## src/rtl/popcount_accum_if.sv

```systemverilog
// Stream bundle for popcount_accum: config request, popcount word input and
// binarized result output. The slave modport is the accumulator's view.
interface popcount_accum_if #(
  parameter int BW_C   = 5,
  parameter int BW_LEN = 8,
  parameter int BW_ACC = 13
) ();
  logic              i_cfg_valid;
  logic              i_cfg_ready;
  logic [BW_LEN-1:0] i_cfg_len;
  logic [BW_ACC-1:0] i_cfg_thr;
  logic              i_valid;
  logic              i_ready;
  logic [BW_C-1:0]   i_cnt;
  logic              o_valid;
  logic              o_ready;
  logic [BW_ACC-1:0] o_sum;
  logic              o_bit;

  modport slave (
    input  i_cfg_valid, i_cfg_len, i_cfg_thr, i_valid, i_cnt, o_ready,
    output i_cfg_ready, i_ready, o_valid, o_sum, o_bit
  );

  modport master (
    output i_cfg_valid, i_cfg_len, i_cfg_thr, i_valid, i_cnt, o_ready,
    input  i_cfg_ready, i_ready, o_valid, o_sum, o_bit
  );
endinterface

```

## src/rtl/popcount_accum.sv

```systemverilog
// Accumulates per-word popcounts over a configured word count and
// binarizes the total against a threshold. One registered result slot;
// the last word of a run stalls until that slot is free or draining.
module popcount_accum #(
  parameter int BW_C   = 5,
  parameter int BW_LEN = 8,
  parameter int BW_ACC = 13
) (
  input logic            clk,
  input logic            rst,
  popcount_accum_if.slave bus
);

  typedef enum logic {IDLE, ACC} state_t;

  state_t            state_q, state_d;
  logic [BW_LEN-1:0] len_q, len_d;
  logic [BW_LEN-1:0] wcnt_q, wcnt_d;
  logic [BW_ACC-1:0] thr_q, thr_d;
  logic [BW_ACC-1:0] acc_q, acc_d;
  logic              ovalid_q, ovalid_d;
  logic [BW_ACC-1:0] osum_q, osum_d;
  logic              obit_q, obit_d;

  logic              last_w;
  logic              cfg_rdy;
  logic              in_rdy;
  logic              cfg_fire;
  logic              in_fire;
  logic              out_fire;
  logic [BW_ACC-1:0] sum_w;

  assign last_w   = (wcnt_q == (len_q - BW_LEN'(1)));
  assign cfg_rdy  = (state_q == IDLE);
  assign in_rdy   = (state_q == ACC) && (!last_w || !ovalid_q || bus.o_ready);
  assign cfg_fire = cfg_rdy && bus.i_cfg_valid;
  assign in_fire  = in_rdy && bus.i_valid;
  assign out_fire = ovalid_q && bus.o_ready;
  assign sum_w    = acc_q + BW_ACC'(bus.i_cnt);

  assign bus.i_cfg_ready = cfg_rdy;
  assign bus.i_ready     = in_rdy;
  assign bus.o_valid     = ovalid_q;
  assign bus.o_sum       = osum_q;
  assign bus.o_bit       = obit_q;

  // Next-state: config latch, accumulation, result load and output drain.
  always_comb begin
    state_d  = state_q;
    len_d    = len_q;
    wcnt_d   = wcnt_q;
    thr_d    = thr_q;
    acc_d    = acc_q;
    osum_d   = osum_q;
    obit_d   = obit_q;
    ovalid_d = ovalid_q && !out_fire;
    unique case (state_q)
      IDLE: begin
        if (cfg_fire) begin
          len_d   = (bus.i_cfg_len == '0) ? BW_LEN'(1) : bus.i_cfg_len;
          thr_d   = bus.i_cfg_thr;
          acc_d   = '0;
          wcnt_d  = '0;
          state_d = ACC;
        end
      end
      ACC: begin
        if (in_fire) begin
          if (!last_w) begin
            acc_d  = sum_w;
            wcnt_d = wcnt_q + BW_LEN'(1);
          end else begin
            // A load in the same cycle as an output transfer wins.
            osum_d   = sum_w;
            obit_d   = (sum_w >= thr_q);
            ovalid_d = 1'b1;
            state_d  = IDLE;
          end
        end
      end
      default: state_d = IDLE;
    endcase
  end

  // State and datapath registers with synchronous reset.
  always_ff @(posedge clk) begin
    if (rst) begin
      state_q  <= IDLE;
      len_q    <= BW_LEN'(1);
      wcnt_q   <= '0;
      thr_q    <= '0;
      acc_q    <= '0;
      ovalid_q <= 1'b0;
      osum_q   <= '0;
      obit_q   <= 1'b0;
    end else begin
      state_q  <= state_d;
      len_q    <= len_d;
      wcnt_q   <= wcnt_d;
      thr_q    <= thr_d;
      acc_q    <= acc_d;
      ovalid_q <= ovalid_d;
      osum_q   <= osum_d;
      obit_q   <= obit_d;
    end
  end

endmodule

```

## src/flat_wrapper.sv

```systemverilog
// flat-port wrapper written by rule: the top's interface ports become plain ports
module popcount_accum_flat 
#(
  parameter int BW_C   = 5,
  parameter int BW_LEN = 8,
  parameter int BW_ACC = 13
)
  (clk, rst, bus_i_cfg_valid, bus_i_cfg_len, bus_i_cfg_thr, bus_i_valid, bus_i_cnt, bus_o_ready, bus_i_cfg_ready, bus_i_ready, bus_o_valid, bus_o_sum, bus_o_bit);
  popcount_accum_if #(.BW_C(BW_C), .BW_LEN(BW_LEN), .BW_ACC(BW_ACC)) bus_i ();
  input logic clk;
  input logic rst;
  input wire logic [$bits(bus_i.i_cfg_valid)-1:0] bus_i_cfg_valid;
  input wire logic [$bits(bus_i.i_cfg_len)-1:0] bus_i_cfg_len;
  input wire logic [$bits(bus_i.i_cfg_thr)-1:0] bus_i_cfg_thr;
  input wire logic [$bits(bus_i.i_valid)-1:0] bus_i_valid;
  input wire logic [$bits(bus_i.i_cnt)-1:0] bus_i_cnt;
  input wire logic [$bits(bus_i.o_ready)-1:0] bus_o_ready;
  output wire logic [$bits(bus_i.i_cfg_ready)-1:0] bus_i_cfg_ready;
  output wire logic [$bits(bus_i.i_ready)-1:0] bus_i_ready;
  output wire logic [$bits(bus_i.o_valid)-1:0] bus_o_valid;
  output wire logic [$bits(bus_i.o_sum)-1:0] bus_o_sum;
  output wire logic [$bits(bus_i.o_bit)-1:0] bus_o_bit;
  assign bus_i.i_cfg_valid = bus_i_cfg_valid;
  assign bus_i.i_cfg_len = bus_i_cfg_len;
  assign bus_i.i_cfg_thr = bus_i_cfg_thr;
  assign bus_i.i_valid = bus_i_valid;
  assign bus_i.i_cnt = bus_i_cnt;
  assign bus_i.o_ready = bus_o_ready;
  assign bus_i_cfg_ready = bus_i.i_cfg_ready;
  assign bus_i_ready = bus_i.i_ready;
  assign bus_o_valid = bus_i.o_valid;
  assign bus_o_sum = bus_i.o_sum;
  assign bus_o_bit = bus_i.o_bit;
  popcount_accum #(.BW_C(BW_C), .BW_LEN(BW_LEN), .BW_ACC(BW_ACC)) u_core (.clk(clk), .rst(rst), .bus(bus_i));
endmodule
```

## config.mk

```make
export PLATFORM = sky130hd
export DESIGN_NAME = popcount_accum_flat
export DESIGN_NICKNAME = d
export VERILOG_FILES = /design/src/rtl/popcount_accum_if.sv /design/src/rtl/popcount_accum.sv /design/src/flat_wrapper.sv
export SDC_FILE = /design/constraint.sdc
export NUM_CORES = 1
export LEC_CHECK = 0
export ABC_CLOCK_PERIOD_IN_PS = 2950
export CORE_MARGIN = 2
export CORE_UTILIZATION = 45
export DETAILED_ROUTE_END_ITERATION = 10
export GPL_ROUTABILITY_DRIVEN = 0
export PLACE_DENSITY = 0.7
export SYNTH_ARGS = -nofsm -noshare
export SYNTH_HDL_FRONTEND = slang
export SYNTH_SLANG_ARGS = --single-unit
export TNS_END_PERCENT = 10
```

## constraint.sdc

```tcl
create_clock -name clk -period 2.95 [get_ports clk]
set_clock_uncertainty 0.2 [all_clocks]
set_input_delay 0.4425 -clock clk [delete_from_list [all_inputs] [get_ports clk]]
set_output_delay 0.4425 -clock clk [all_outputs]
set_load 0.02 [all_outputs]
```

==> results_dict.tcl, run 1 <==
set metrics [dict create \
    maxSlewHeadroom 0.590 \
    tightestPinTransition_ns 0.614 \
    routedWlPerCell_um 14.4 \
    synthCells 418 \
    leakage_nw 1.70 \
    p_switching_w 0.000562 \
    root_buffer "clkbuf_8" \
    post-route-min-period_ns 2.89 \
    syn_area_um2 3500 \
    crit_arrival_ns 2.93 \
    fmax_ghz 0.346 \
    avgSynthCellArea_um2 8.37 \
    syn2layout_area_growth_pct 29.5 \
    clkLatencyLatePin_ns 0.35 \
    cts_made_buffers 9 \
    grt_start_max_net_pins 70 \
    dp_hpwl_mm 6.20 \
    grt_pass1_wl_mm 14.1 \
    peakVddDrop_uv 244 \
    die_w_um 92.2 \
    async_reset_ff_frac 0 \
    synth-edff-count 0 \
    synthTopCellsByArea "dfxtp_1, mux2i_1, nand2_1" \
    fin_tns_setup_ns 0 \
    worst_hold_slack_ns 0.258 \
    drt_iter0_markers 166 \
    p_comb_frac 0.220 \
    synth_fp_nets 470 \
    port_buffers 47 \
    cts_tree "built" \
    crit_fanout 4 \
    timing_hold_violations_final 0 \
    antenna_left 0 \
    grtUsageTotal 0.210 \
    drt-vias-per-instance 5.31 \
    h-tree-depth 3 \
    core_um2 7610 \
    ys_ff_latch 58 \
    rows 32 \
    clock_sinks 58 \
    utilization 0.595 \
    grt_setup_unrepaired "true" \
    drc 0 \
    power_w 0.00192 \
    drv_slew 0 \
    antennaDiodeCount 0 \
    dieArea_um2 8490 \
    via_count 3158 \
    fin_crit_sh 0.980 \
    synth_top_area_frac 0.332 \
    drt_wl_total_mm 8.59 \
    cp.required_ns 2.99 \
    ios 48 \
    met1_usage 0.249 \
    clockBufferDepth 2 \
    yosysWarnings 0 \
    endpoint_kind "flop" \
    grt.overflow.total 0 \
    antenna_found_initial 0 \
    grt_util_met3 0.0362 \
    run_status "complete, no violations" \
    grt_pass1_vias 3039 \
    final_layout_size_suffix_gt1_frac 0.166 \
    synth_area_leader_cell "dfxtp_1" \
    power.density_nw_per_um2 423 \
    cts.clk_slew.worst_paths_ns 0.06 \
    first_pass_iters 6 \
    synth-main-ff-cell "dfxtp_1" \
    yosysSeqAreaShare 0.332 \
    clkPwrFrac 0.345 \
    dieHeight_um 92.2 \
    grtUsageMet2 0.365 \
    p_int_w 0.00135 \
    swShare 0.293 \
    start_util 0.460 \
    setup_viol 0 \
    seqPwrFrac 0.435 \
    top_usage_layer "met2" \
    cp-start-kind "flop" \
    hp-class "flop to flop" \
    path_class "flop to flop" \
    synthDistinctLibCells 56 \
    nNetsFinal 541 \
    max-cap-violations 0 \
]
[logic make-up (layout without fill, tap and decap cells)]
kind of cell               after synthesis  count (layout)  share of synthesized area
and+or+nand+nor                        171             171                      0.262
AOI/OAI and AO/OA                       77              77                      0.139
DFF                                     58              58                      0.332
buffers and inverters                   42             117                     0.0555
muxes                                   30              30                     0.0866
adders and majority gates               21              21                     0.0773
xor gates and xnor gates                19              19                     0.0476
[cell type report]
class | instances | area [µm²]
Fill cell | 710 | 3080
Multi-Input combinational cell | 318 | 2270
Sequential cell | 58 | 1160
Timing Repair Buffer | 83 | 729
Clock buffer | 12 | 155
Tap cell | 102 | 128
Inverter | 19 | 71.3
Clock inverter | 3 | 15.0
[synthesized netlist by cell type (all sizes together) (2+ instances only)]
library cell and instances:
and4 2, mux2 2, nor4 5, a211oi 6
mux2i 28, xor2 5, nand3 4, or3 9
nand2b 30, xnor2 14, nor2 11, nand4 9
o211ai 4, nand3b 7, inv 19, a211o 2
nor3 9, ha 20, clkbuf 14, a21o 2
nor2b 6, o22ai 3, a31oi 3, and2 4
nand2 70, buf 9, o21bai 3, a21oi 40
dfxtp 58, o21ai 5, and3 3
[routing by layer]
metal | part of all wire | wire length [µm]
met1 | 0.44 | 3780
met5 | 0 | 0
met3 | 0.031 | 268
met4 | 0.029 | 248
met2 | 0.50 | 4290
[sequential cells by signal (all words and copies together) (netlist names)]
name and count:
u_core.acc_q 13, u_core.bus.o_bit 1, u_core.bus.o_sum 13, u_core.bus.o_valid 1
u_core.len_q 8, u_core.state_q 1, u_core.thr_q 13, u_core.wcnt_q 8
[cells in the final DEF (no fill, tap or decap), drive strengths merged, types with 9 or more instances in the layout]
cell type and count:
a21oi 40, buf 37, clkbuf 12, clkdlybuf4s50 40, dfxtp 58, ha 20
inv 19, mux2i 28, nand2 70, nand2b 30, nand4 9, nor2 11
nor3 9, or3 9, xnor2 14
[worst max-delay path, stage by stage, from the launching register on]
cell and delay [ns]:
dfxtp_2 0.34, ha_4 0.16, fa_2 0.35, a21oi_2 0.16, o211ai_1 0.18, nand3_1 0.17, xnor2_2 0.10, ha_4 0.17
or3_4 0.36, a221oi_2 0.17, o21ai_1 0.11, a31oi_1 0.13, or3_1 0.11, mux2i_1 0.06
[metrics by stage]
step           setup WS [ns]  instances  area (µm²)
6_report              0.0590        595        4530
5_1_grt              -0.0646        595        4530
4_1_cts               0.0196        592        4470
3_5_place_dp          -0.604        577        4220
3_3_place_gp          -0.496        577        4220
2_1_floorplan         0.0316        418        3500
[power groups by stage]
stage / Combinational (W) / Clock (W) / Sequential (W)
after global routing: 0.000464 / 0.000707 / 0.000836
after global placement: 0.000400 / 0 / 0.000848
after floorplan: 0.000266 / 0 / 0.000847
final: 0.000422 / 0.000661 / 0.000833
after detailed placement: 0.000407 / 0 / 0.000849
after CTS: 0.000416 / 0.000674 / 0.000833
[worst paths after layout]
| check | startpoint | to | slack [ns] | cells past startpoint |
|---|---|---|---|---|
| hold / removal | u_core.thr_q[3]$_SDFFE_PP0P_ | u_core.thr_q[3]$_SDFFE_PP0P_ | 0.26 | 2 |
| setup reg to reg | u_core.acc_q[0]$_SDFFE_PP0P_ | u_core.bus.o_bit$_SDFFE_PP0P_ | 0.06 | 13 |
| setup / recovery | u_core.acc_q[0]$_SDFFE_PP0P_ | u_core.bus.o_bit$_SDFFE_PP0P_ | 0.06 | 13 |
| hold reg to reg | u_core.thr_q[3]$_SDFFE_PP0P_ | u_core.thr_q[3]$_SDFFE_PP0P_ | 0.26 | 2 |
[repair_timing]
action	CTS	global route
resized for setup	18	9
hold buffers	0	0
pin swaps	15	10
setup buffers	0	3
endpoints found under the setup margin	2	2
(Power assumes the default switching activity.)
==> run 2, diff against run 1 <==
ABC_AREA = 1   (was default)
PLACE_DENSITY = 0.71   (was 0.7)
==> run 2 against run 1 <==
  * Largest power group is now clock
  * Via count decreased by 3.8%
  * Sequential power increased by 2%
  * Final area decreased by 4.3%
  * Worst setup slack improved by 0.063 ns
  * Clock-buffer cell count decreased by 3
  * Critical path depth increased by 1
  * Clock power increased by 40%
  * Worst hold slack got worse by 0.0090 ns
  * Power increased by 16%
  * First-iteration DRC count decreased by 4.8%
  * Sequential share of layout area increased by 1.2 points
==> results_dict.tcl, run 2 <==
set metrics [dict create \
    p_comb_frac 0.200 \
    first_pass_iters 4 \
    crit_fanout 4 \
    dieArea_um2 7760 \
    clkLatencyLatePin_ns 0.34 \
    seqPwrFrac 0.383 \
    swShare 0.286 \
    power.density_nw_per_um2 512 \
    routedWlPerCell_um 13.1 \
    syn2layout_area_growth_pct 36.2 \
    fmax_ghz 0.354 \
    drc 0 \
    synth-edff-count 0 \
    clock_sinks 58 \
    yosysWarnings 0 \
    run_status "complete, no violations" \
    synthDistinctLibCells 38 \
    fin_ws_ns 0.122 \
    antenna_left 0 \
    finalInstanceArea_um2 4330 \
    dieHeight_um 88.1 \
    maxSlewHeadroom 0.709 \
    cpMaxStageDelayCell "fa_2" \
    worst-path-buf-inv 0 \
    critPathMaxStageDelay_ns 0.40 \
    layoutNonFillerInstCount 609 \
    drt-vias-per-instance 4.99 \
    clkPwrFrac 0.417 \
    peakVddDrop_uv 407 \
    root_buffer "clkbuf_8" \
    hp-class "flop to flop" \
    port_buffers 47 \
    start_util 0.466 \
    cp.required_ns 2.99 \
    drt_iter0_markers 158 \
    r2r_slack_ns 0.12 \
    mostFrequentLayoutCell "nand2_1" \
    final_layout_size_suffix_gt1_frac 0.181 \
    avgSynthCellArea_um2 7.42 \
    synth-main-ff-cell "dfxtp_1" \
    drv_slew 0 \
    dp_hpwl_mm 5.61 \
    synth.most_common_cell "nand2_1" \
    path_cells "ha_2 > fa_2 > nand3_2 > nand2_2 > a21o_1 > nand3_2 > xor2_2 > ha_1 > nand2_1 > nor3_2 > a221oi_2 > nand4_1 > nor2_1 > nor2_1" \
    max-cap-violations 0 \
    nNetsFinal 560 \
    synth_fp_nets 481 \
    dp_cells 587 \
    fill_cells 609 \
    path_class "flop to flop" \
    antenna_found_initial 0 \
    post-route-min-period_ns 2.83 \
    synth_area_leader_cell "dfxtp_1" \
    ys_ff_latch 58 \
    drt_wl_total_mm 7.96 \
    rows 30 \
    timing_hold_violations_final 0 \
    layout_common_cells "nand2_1, dfxtp_1, inv_1" \
    async_reset_ff_frac 0 \
    grt_pass1_vias 2929 \
    grtUsageTotal 0.208 \
    p_int_w 0.00159 \
    grt_pass1_wl_mm 12.7 \
    dpl_cell_area_um2 3900 \
    endpoint_kind "flop" \
    fin_crit_sh 0.959 \
    die_w_um 88.1 \
    synthCells 429 \
    antennaDiodeCount 0 \
    clockBufferDepth 2 \
    synthTopCellsByArea "dfxtp_1, nand2_1, ha_1" \
    h-tree-depth 3 \
    multi_input_area_um2 1840 \
    grt.overflow.total 0 \
    leakage_nw 1.82 \
    cts_made_buffers 9 \
    synth_top_area_frac 0.365 \
    yosysSeqAreaShare 0.365 \
    netlist_top_cells_count "nand2_1, dfxtp_1, inv_1" \
    syn_area_um2 3180 \
    cts.clk_slew.worst_paths_ns 0.08 \
    post-place-ws_ns -0.486 \
    ios 48 \
    cp-start-kind "flop" \
    cts_tree "built" \
    grt_start_max_net_pins 32 \
    crit_arrival_ns 2.87 \
    p_switching_w 0.000634 \
    crit_family "adder cells" \
    via_count 3038 \
    setup_viol 0 \
    ff_latch_area_um2 1160 \
    core_um2 6830 \
    tightestPinTransition_ns 0.436 \
]
==> run 2: kinds of logic after synthesis <==
family | count (synthesis) | share of synthesized area
and+or+nand+nor | 179 | 0.249
AOI/OAI and AO/OA | 78 | 0.144
buffers and inverters | 71 | 0.0963
DFF | 58 | 0.365
xor gates and xnor gates | 22 | 0.0605
adders and majority gates | 21 | 0.0849
==> run 2: stage by stage <==
step | setup TNS (ns) | hold slack, ns | power, W | utilization
4_1_cts | -0.0552 | 0.250 | 0.00220 | 0.609
3_3_place_gp | -0.357 | 0.238 | 0.00128 | 0.571
6_report | 0 | 0.249 | 0.00222 | 0.634
5_1_grt | -0.0921 | 0.270 | 0.00231 | 0.634
3_5_place_dp | -0.486 | 0.239 | 0.00129 | 0.571
2_1_floorplan | 0 | 0.249 | 0.00113 | -
==> run 2: worst min-delay path: stages (launching register included) <==
cell and delay, ns:
dfxtp_1 0.31, inv_1 0.04, a21oi_1 0.05
==> run 2: cell type report <==
cell class                      count  share of cell area
Multi-Input combinational cell    300               0.424
Tap cell                           96              0.0277
Timing Repair Buffer               83               0.174
Sequential cell                    58               0.268
Clock inverter                      7              0.0289
Clock buffer                        9              0.0286
Inverter                           56              0.0485
==> run 2: final timing paths <==
check | start | to | cells past startpoint
worst max-delay path | u_core.acc_q[0]$_SDFFE_PP0P_ | u_core.bus.o_bit$_SDFFE_PP0P_ | 14
worst min-delay path | u_core.bus.o_sum[6]$_SDFFE_PP0P_ | u_core.bus.o_sum[6]$_SDFFE_PP0P_ | 2
worst max register to register | u_core.acc_q[0]$_SDFFE_PP0P_ | u_core.bus.o_bit$_SDFFE_PP0P_ | 14
worst min register to register | u_core.bus.o_sum[6]$_SDFFE_PP0P_ | u_core.bus.o_sum[6]$_SDFFE_PP0P_ | 2
==> run 2: power by group through the flow <==
stage                     sequential, W  combinational, W  clock (W)
after global placement         0.000865          0.000413          0
final                          0.000850          0.000445   0.000924
after CTS                      0.000849          0.000425   0.000928
after global routing           0.000855          0.000492   0.000963
after floorplan                0.000874          0.000254          0
after detailed placement       0.000866          0.000422          0
==> run 2: layer usage <==
| metal | track usage | share of wire |
|---|---|---|
| met5 | 0 | 0 |
| met4 | 0.0882 | 0.020 |
| met3 | 0.0368 | 0.030 |
| met2 | 0.386 | 0.53 |
| met1 | 0.233 | 0.42 |
==> run 2: repair_timing <==
| action | CTS | global route |
|---|---|---|
| gates cloned | 0 | 0 |
| setup buffers | 1 | 5 |
| setup endpoints to repair | 2 | 2 |
| pin swaps | 2 | 19 |
| hold buffers | 0 | 0 |
| resized for setup | 2 | 28 |
